$ cat src/rtl/float_print_sequencer.sv
// float_print_sequencer
//
// Prints one signed fixed-point value (scaled by 1e6) as an ASCII frame on a
// byte-wide UART transmitter. The value is latched and handed to an external
// string converter. After one settling cycle, the converter's sign, integer
// digits, fraction digits and range flag are captured into a 16-byte frame
// buffer. The frame is then sent one byte at a time using a tx_start / tx_ready
// handshake.
//
// Frame when in range : sign, integer digits, '.', 6 fraction digits, CR, LF
// Frame when overflow : sign, 'O', 'V', 'F', CR, LF
//
// Parameter
//   SUPPRESS_ZEROS  1: drop leading '0' integer digits (the last one is kept)
//
// Ports
//   clk         clock, rising edge
//   reset       synchronous active-high reset
//   start       print request, only honoured while idle
//   value       signed fixed-point value (x1e6)
//   conv_in     latched value driven to the converter
//   conv_sign   converter sign character ('+' or '-')
//   conv_bfd    six integer ASCII digits, MSD in [47:40]
//   conv_afd    six fraction ASCII digits, MSD in [47:40]
//   conv_valid  converter in-range flag
//   tx_data     byte presented to the transmitter
//   tx_start    one-cycle transmit request
//   tx_ready    transmitter idle flag
//   busy        a frame is in progress
//   done        one-cycle pulse at the end of a frame
module float_print_sequencer #(
  parameter int SUPPRESS_ZEROS = 1
) (
  input  logic        clk,
  input  logic        reset,
  input  logic        start,
  input  logic [63:0] value,
  output logic [63:0] conv_in,
  input  logic [7:0]  conv_sign,
  input  logic [47:0] conv_bfd,
  input  logic [47:0] conv_afd,
  input  logic        conv_valid,
  output logic [7:0]  tx_data,
  output logic        tx_start,
  input  logic        tx_ready,
  output logic        busy,
  output logic        done
);

  typedef enum logic [2:0] {
    IDLE,
    LATCH,
    LOAD,
    SEND,
    WAIT_LO,
    WAIT_HI,
    FIN
  } state_t;

  state_t      state_reg, state_next;
  logic [63:0] conv_in_reg;
  logic [7:0]  tx_data_reg;
  logic [3:0]  idx_reg;
  logic [4:0]  len_reg;

  logic        latch_en;
  logic        load_en;
  logic        advance_en;
  logic        last_byte;

  logic [7:0]  frame_mem [16];

  // Full-width in-range frame, padded with zeros. Skipping k leading digits
  // becomes a plain k-byte shift of everything after the sign.
  logic [7:0]  full [21];
  logic [7:0]  digit_frame [16];
  logic [7:0]  ovf_frame [16];
  logic [7:0]  load_byte [16];
  logic [4:0]  load_len;
  logic [2:0]  skip_cnt;
  logic        leading;

  assign full[0]  = conv_sign;
  assign full[7]  = 8'h2E;
  assign full[14] = 8'h0D;
  assign full[15] = 8'h0A;

  generate
    for (genvar gi = 0; gi < 6; gi++) begin : g_digits
      assign full[1 + gi] = conv_bfd[47 - 8*gi -: 8];
      assign full[8 + gi] = conv_afd[47 - 8*gi -: 8];
    end
    for (genvar gi = 16; gi < 21; gi++) begin : g_pad
      assign full[gi] = 8'h00;
    end
  endgenerate

  // Count leading '0' integer digits. Only the first five are examined, so
  // the units digit is always sent.
  always_comb begin
    skip_cnt = 3'd0;
    leading  = 1'b1;
    for (int i = 0; i < 5; i++) begin
      if (leading && (full[1 + i] == 8'h30)) begin
        skip_cnt = skip_cnt + 3'd1;
      end else begin
        leading = 1'b0;
      end
    end
    if (SUPPRESS_ZEROS == 0) begin
      skip_cnt = 3'd0;
    end
  end

  always_comb begin
    for (int i = 0; i < 16; i++) begin
      ovf_frame[i] = 8'h00;
    end
    ovf_frame[0] = conv_sign;
    ovf_frame[1] = 8'h4F;
    ovf_frame[2] = 8'h56;
    ovf_frame[3] = 8'h46;
    ovf_frame[4] = 8'h0D;
    ovf_frame[5] = 8'h0A;
  end

  generate
    for (genvar gi = 0; gi < 16; gi++) begin : g_frame
      if (gi == 0) begin : g_sign
        assign digit_frame[gi] = full[0];
      end else begin : g_shift
        assign digit_frame[gi] = full[5'(gi) + {2'b00, skip_cnt}];
      end
      assign load_byte[gi] = conv_valid ? digit_frame[gi] : ovf_frame[gi];

      // Frame buffer; read back through the registered tx_data path.
      always_ff @(posedge clk) begin
        if (load_en) begin
          frame_mem[gi] <= load_byte[gi];
        end
      end
    end
  endgenerate

  assign load_len  = conv_valid ? (5'd16 - {2'b00, skip_cnt}) : 5'd6;
  assign last_byte = ({1'b0, idx_reg} == (len_reg - 5'd1));

  always_ff @(posedge clk) begin
    if (reset) begin
      state_reg   <= IDLE;
      conv_in_reg <= 64'd0;
      tx_data_reg <= 8'h00;
      idx_reg     <= 4'd0;
      len_reg     <= 5'd0;
    end else begin
      state_reg <= state_next;
      if (latch_en) begin
        conv_in_reg <= value;
      end
      if (load_en) begin
        len_reg     <= load_len;
        idx_reg     <= 4'd0;
        tx_data_reg <= load_byte[0];
      end
      if (advance_en) begin
        idx_reg     <= idx_reg + 4'd1;
        tx_data_reg <= frame_mem[idx_reg + 4'd1];
      end
    end
  end

  always_comb begin
    state_next = state_reg;
    tx_start   = 1'b0;
    busy       = 1'b1;
    done       = 1'b0;
    latch_en   = 1'b0;
    load_en    = 1'b0;
    advance_en = 1'b0;
    case (state_reg)
      IDLE: begin
        busy = 1'b0;
        if (start) begin
          latch_en   = 1'b1;
          state_next = LATCH;
        end
      end
      LATCH: begin
        state_next = LOAD;
      end
      LOAD: begin
        load_en    = 1'b1;
        state_next = SEND;
      end
      SEND: begin
        if (tx_ready) begin
          tx_start   = 1'b1;
          state_next = WAIT_LO;
        end
      end
      WAIT_LO: begin
        if (!tx_ready) begin
          state_next = WAIT_HI;
        end
      end
      WAIT_HI: begin
        if (tx_ready) begin
          if (last_byte) begin
            state_next = FIN;
          end else begin
            advance_en = 1'b1;
            state_next = SEND;
          end
        end
      end
      FIN: begin
        busy       = 1'b0;
        done       = 1'b1;
        state_next = IDLE;
      end
      default: begin
        state_next = IDLE;
      end
    endcase
  end

  assign conv_in = conv_in_reg;
  assign tx_data = tx_data_reg;

endmodule

$ cat config.mk
export PLATFORM = sky130hd
export DESIGN_NAME = float_print_sequencer
export DESIGN_NICKNAME = d
export VERILOG_FILES = /design/src/rtl/float_print_sequencer.sv
export SDC_FILE = /design/constraint.sdc
export NUM_CORES = 1
export LEC_CHECK = 0
export ABC_AREA = 0
export BUFFER_PORTS_ARGS = -buffer_cell sky130_fd_sc_hd__buf_2
export CORE_ASPECT_RATIO = 1.1
export CORE_MARGIN = 2
export CORE_UTILIZATION = 56
export DETAILED_ROUTE_END_ITERATION = 12
export GPL_TIMING_DRIVEN = 0
export HOLD_SLACK_MARGIN = 0.15
export PLACE_DENSITY = 0.81
export SYNTH_ARGS = -nofsm -noshare
export SYNTH_HDL_FRONTEND = slang
export SYNTH_SLANG_ARGS = --single-unit
$ cat constraint.sdc
create_clock -name clk -period 7.35 [get_ports clk]
set_input_delay 0.735 -clock clk [delete_from_list [all_inputs] [get_ports clk]]
set_output_delay 0.735 -clock clk [all_outputs]
set_load 0.05 [all_outputs]
## Word-level counts from Yosys, hierarchy flattened

Memory sizes are Yosys's and may differ from the RTL's.
Cells that the tools add are included.

| word-level totals | value |
|---|---|
| memory bits (writable) | 128 |
| memories kept | 1 |
| output and inout bits | 75 |
| word-level logic and storage cells | 174 |
| flip-flop bits (word level) | 84 |

| operators by class | value |
|---|---|
| $add $sub $neg | 22 |
| bitwise logic cells | 15 |
| mux-type cells | 92 |
| eq/ne operators | 16 |
| reductions and logical operators | 8 |
| magnitude comparators | 15 |

Memories:

| name | depth | width | rd ports | clocked after Yosys merged registers in | wr ports | line | source |
|---|---|---|---|---|---|---|---|
| frame_mem | 16 | 8 | 1 | 0 | 16 | 71 | `logic [7:0] frame_mem [16];` |

Operators by type and width:

| kind | number |
|---|---|
| 8-bit binary-select mux with 5-bit select | 15 |
| 8-bit two-way mux | 47 |
| 6-bit >= comparator, second input constant | 15 |
| 5-bit inverter with 6-bit output | 8 |
| 4-bit inverter with 6-bit output | 7 |
| 4-bit by 3-bit adder with 5-bit output, first input constant | 8 |
| 8-bit by 6-bit equality test with 1-bit output, second input constant | 5 |
| 3-bit two-way mux | 8 |
| 3-bit case mux with 6 select lines | 1 |
| 1-bit two-way mux | 17 |
| 3-bit by 3-bit adder with 4-bit output, first input constant | 4 |
| 3-bit by 1-bit adder with 3-bit output, second input constant | 3 |
| 3-bit equality test, second input constant | 3 |
| 2-bit by 3-bit adder with 4-bit output, first input constant | 2 |
| 4-bit two-way mux | 2 |
| 2-bit != test, second input constant | 4 |
| 3-bit by 2-bit equality test with 1-bit output, second input constant | 2 |
| 4-bit by 5-bit equality test with 1-bit output | 1 |
| 5-bit two-way mux | 1 |
| 5-bit by 1-bit subtractor with 5-bit output, second input constant | 1 |
| 5-bit by 3-bit subtractor with 5-bit output, first input constant | 1 |
| 1-bit by 3-bit adder with 4-bit output, first input constant | 1 |
| 4-bit by 1-bit adder with 4-bit output, second input constant | 1 |
| 1-bit logical AND | 4 |
| other kinds (7) | 7 |

## Logic depth before layout (Yosys ltp)

| logic depth | value |
|---|---|
| depth after elaboration | 16 |
| gate-level depth with buffers | 22 |
| mapped depth without buffers | 17 |

## Worst setup path after synthesis

Ideal clock, no wire load.

| timing | value |
|---|---|
| path kind | input to register |
| from | in conv_bfd[33] |
| to | mem frame_mem[5][5] (data pin) |
| setup slack | 1.812 ns |
| path buffers | 6 |
| cell stages on the path | 19 |
| data required time | 7.085 ns |
| arrival | 5.273 ns |
| path through | or4_1 -> a211oi_2 -> nor2_1 -> ha_1 -> nor2_1 -> nor2_1 -> ha_1 -> nand3_1 -> a31oi_1 -> buf_2 -> buf_1 -> buf_1 -> ha_1 -> clkbuf_1 -> clkbuf_1 -> clkbuf_1 -> mux4_2 -> a21oi_1 -> o22ai_1 |

RTL lines:

| what | line | source |
|---|---|---|
| start, declared | 40 | `input logic [47:0] conv_bfd,` |
| end, declared | 71 |  |

==> flow_summary.yaml <==
status:
  status: "finished clean"
yosys:
  yosysWarnings: 0
  syn_area_sq_mm: 0.01282
  synth_edf_count: 128
  synthArstFlopShare_pct: 0
  ys_top_cells_by_area: "edfxtp_1 30%, dfxtp_1 13%, mux4_2 11%"
  synth.largest_area_cell: "edfxtp_1"
  yosys.area.top_type_share_pct: 29.99
  synth_cell_type_count: 69
  synth_cells: 1360
  ys.flop_type: "edfxtp_1"
  ys_seq_area_share_pct: 43.11
  synth_seq_cells: 212
  syn_area_per_cell_sq_um: 9.424
floorplanning:
  core_area_sq_mm: 0.02264
  dieArea_sq_mm: 0.02411
  die_w_um: 148.2
  ios: 248
  die_y_um: 162.7
  initial_core_util_pct: 56.60
  std_cell_rows: 58
timing:
  slew_violations: 0
  finalWorstSetupSlack_ns: 0.2365
  finalSetupViolations: 0
  finalWorstPathRequiredPeriod_ns: 7.114
  worst_clock_skew_ns: 0.01407
  finalHoldViolCount: 0
  rsz0062_at_grt: "false"
  hold_ws_ns: 0.4533
  slew_headroom_pct: 15.76
  timing.fmax_mhz: 140.6
  worst_pin_slew_ns: 1.259
  finalCritPeriodShare_pct: 96.78
global_routing:
  grt_pass1_vias: 12342
  grt.total_usage_pct: 43.00
  grt_max_degree: 48
  grt_overflow: 0
  grt_pass1_wl_um: 76570
  antenna_found_initial: 1
finish:
  insertedDiodeCount: 0
  nNetsFinal: 1817
  register_area_sq_mm: 0.005525
  area_growth_pct: 18.33
  layout_common_cells: "290 x nand2_1, 264 x buf_2, 149 x a21oi_1, 128 x edfxtp_1, 98 x nor2_1"
  multi_input_area_sq_mm: 0.006775
  largest_reg_flops: 128
  fill_cells: 1817
  drive_gt1_share_pct: 23.77
  layout_commonest_cell: "nand2_1"
  stdcell_count: 1949
setup_path:
  cp-start-kind: "input pin"
  required_ns: 7.66
  end_kind: "flip-flop"
  r2r_setup_slack_ns: 3.58
  rr_endpoint: "tx_data[1]"
  reg2regPathDepth: 7
  critical_path_class: "input pin to flip-flop"
  crit_fanout: 10
  crit_arrival_ns: 7.42
  r2r_start: "idx_reg[0]"
min_path:
  holdPathStages: 2
  hold_end: "conv_in[2]"
  hp-start: "conv_in[2]"
  min_path_type: "flip-flop to flip-flop"
cts:
  cts_sinks: 212
  cts_root_buf: "clkbuf_16"
  ctsHtreeMaxLevel: 1
  clk_transition_reported_paths_ns: 0.06
  worstSkewPairLatency_ns: 0.49
  post_cts_buffers: 0
  cts_made_buffers: 21
  clockBufferDepth: 3
  cts_tree: "yes"
drt:
  wl_um: 52390
  drt_iter0_drc: 1681
  drc_errors: 0
  dr.pass1.iters: 6
  vias_per_cell: 6.692
  wl_per_cell_um: 26.88
  antenna_left: 0
  vias: 13043
job:
  cap_violations: 0
power:
  power_density_mw_per_mm2: 192.2
  p_leak_uw: 0.006103
  power_uw: 2915
  ir_worst_vdd_mv: 0.1331
place:
  post-dp-hpwl_um: 41120
  place_congestion: 1.070
  pre_cts_ws_ns: -0.9945
  io_buffers: 246
  place_inst: 1912
## stage by stage
step	setup TNS (ns)	cell area [sq um]	utilization, %
3_3_place_gp	-48.67	14430	63.75
6_report	0	15170	66.98
5_1_grt	0	15170	66.98
4_1_cts	0	15150	66.91
2_1_floorplan	0	12830	-
3_5_place_dp	-46.36	14500	64.05
## worst max path at each step
stage                      start              end  slack [ns]
floorplan           conv_bfd[33]  frame_mem[5][5]        1.81
global placement    conv_bfd[40]  frame_mem[1][5]       -1.02
detailed placement  conv_bfd[40]  frame_mem[5][2]       -0.99
CTS                 conv_bfd[40]  frame_mem[5][2]        0.07
global route        conv_bfd[45]  frame_mem[1][5]        0.06
finish              conv_bfd[46]  frame_mem[5][2]        0.24
## kinds of logic after synthesis
logic type | share of synthesized area [%]
xor gates and xnor gates | 0.5467
muxes | 16.91
buffers and inverters | 4.305
other | 0.02926
adders and majority gates | 0.8787
AOI/OAI and AO/OA | 16.61
and+or+nand+nor | 17.61
DFF | 43.11
## power by group
group          total, uW  switching, uW  internal (uW)
clock network       1010            454            560
logic                526            367            159
registers           1380           32.9           1340
## worst max-delay path: stages
cell and delay (ns):
buf_2 0.12, nor4bb_1 0.58, nand2_2 0.35, nor2_1 0.44
ha_1 0.31, nor2_1 0.11, nor2_1 0.06, ha_1 0.30
nand3_1 0.06, a31oi_1 0.44, buf_2 0.36, buf_1 0.47
buf_2 0.40, ha_1 0.29, clkbuf_1 0.26, inv_2 0.34
clkbuf_2 0.35, clkbuf_1 0.48, mux2i_1 0.49, mux2i_1 0.18
a21oi_1 0.26
## cell type report
| type | count | share of cell area (%) |
|---|---|---|
| Inverter | 21 | 0.5528 |
| Timing Repair Buffer | 249 | 8.514 |
| Clock buffer | 26 | 3.795 |
| Sequential cell | 212 | 36.43 |
| Tap cell | 300 | 2.475 |
| Clock inverter | 11 | 0.4125 |
| Multi-Input combinational cell | 1024 | 44.67 |
| Buffer | 106 | 3.143 |
## layer usage
metal	share of wire [%]	track usage, %	vias up
li1	-	-	5617
met1	34	52.03	5999
met2	46	70.33	1154
met3	12	8.964	271
met4	7.7	27.23	2
met5	0.025	0	-
## cell usage after synthesis, drive strengths merged (27+ instances only)
master  count
dfxtp      84
clkbuf     71
a211oi     29
a21oi     150
o21ai      37
mux2i      77
nand3      27
edfxtp    128
buf        35
nor3       41
nor2      100
nand2     291
mux4       60
## repair_timing
item | 4_1_cts | 5_1_grt
resized for setup | 3 | 10
setup endpoints to repair | 55 | 48
hold buffers | 0 | 0
pin swaps | 0 | 0
Power figures use the tool's default switching activity.
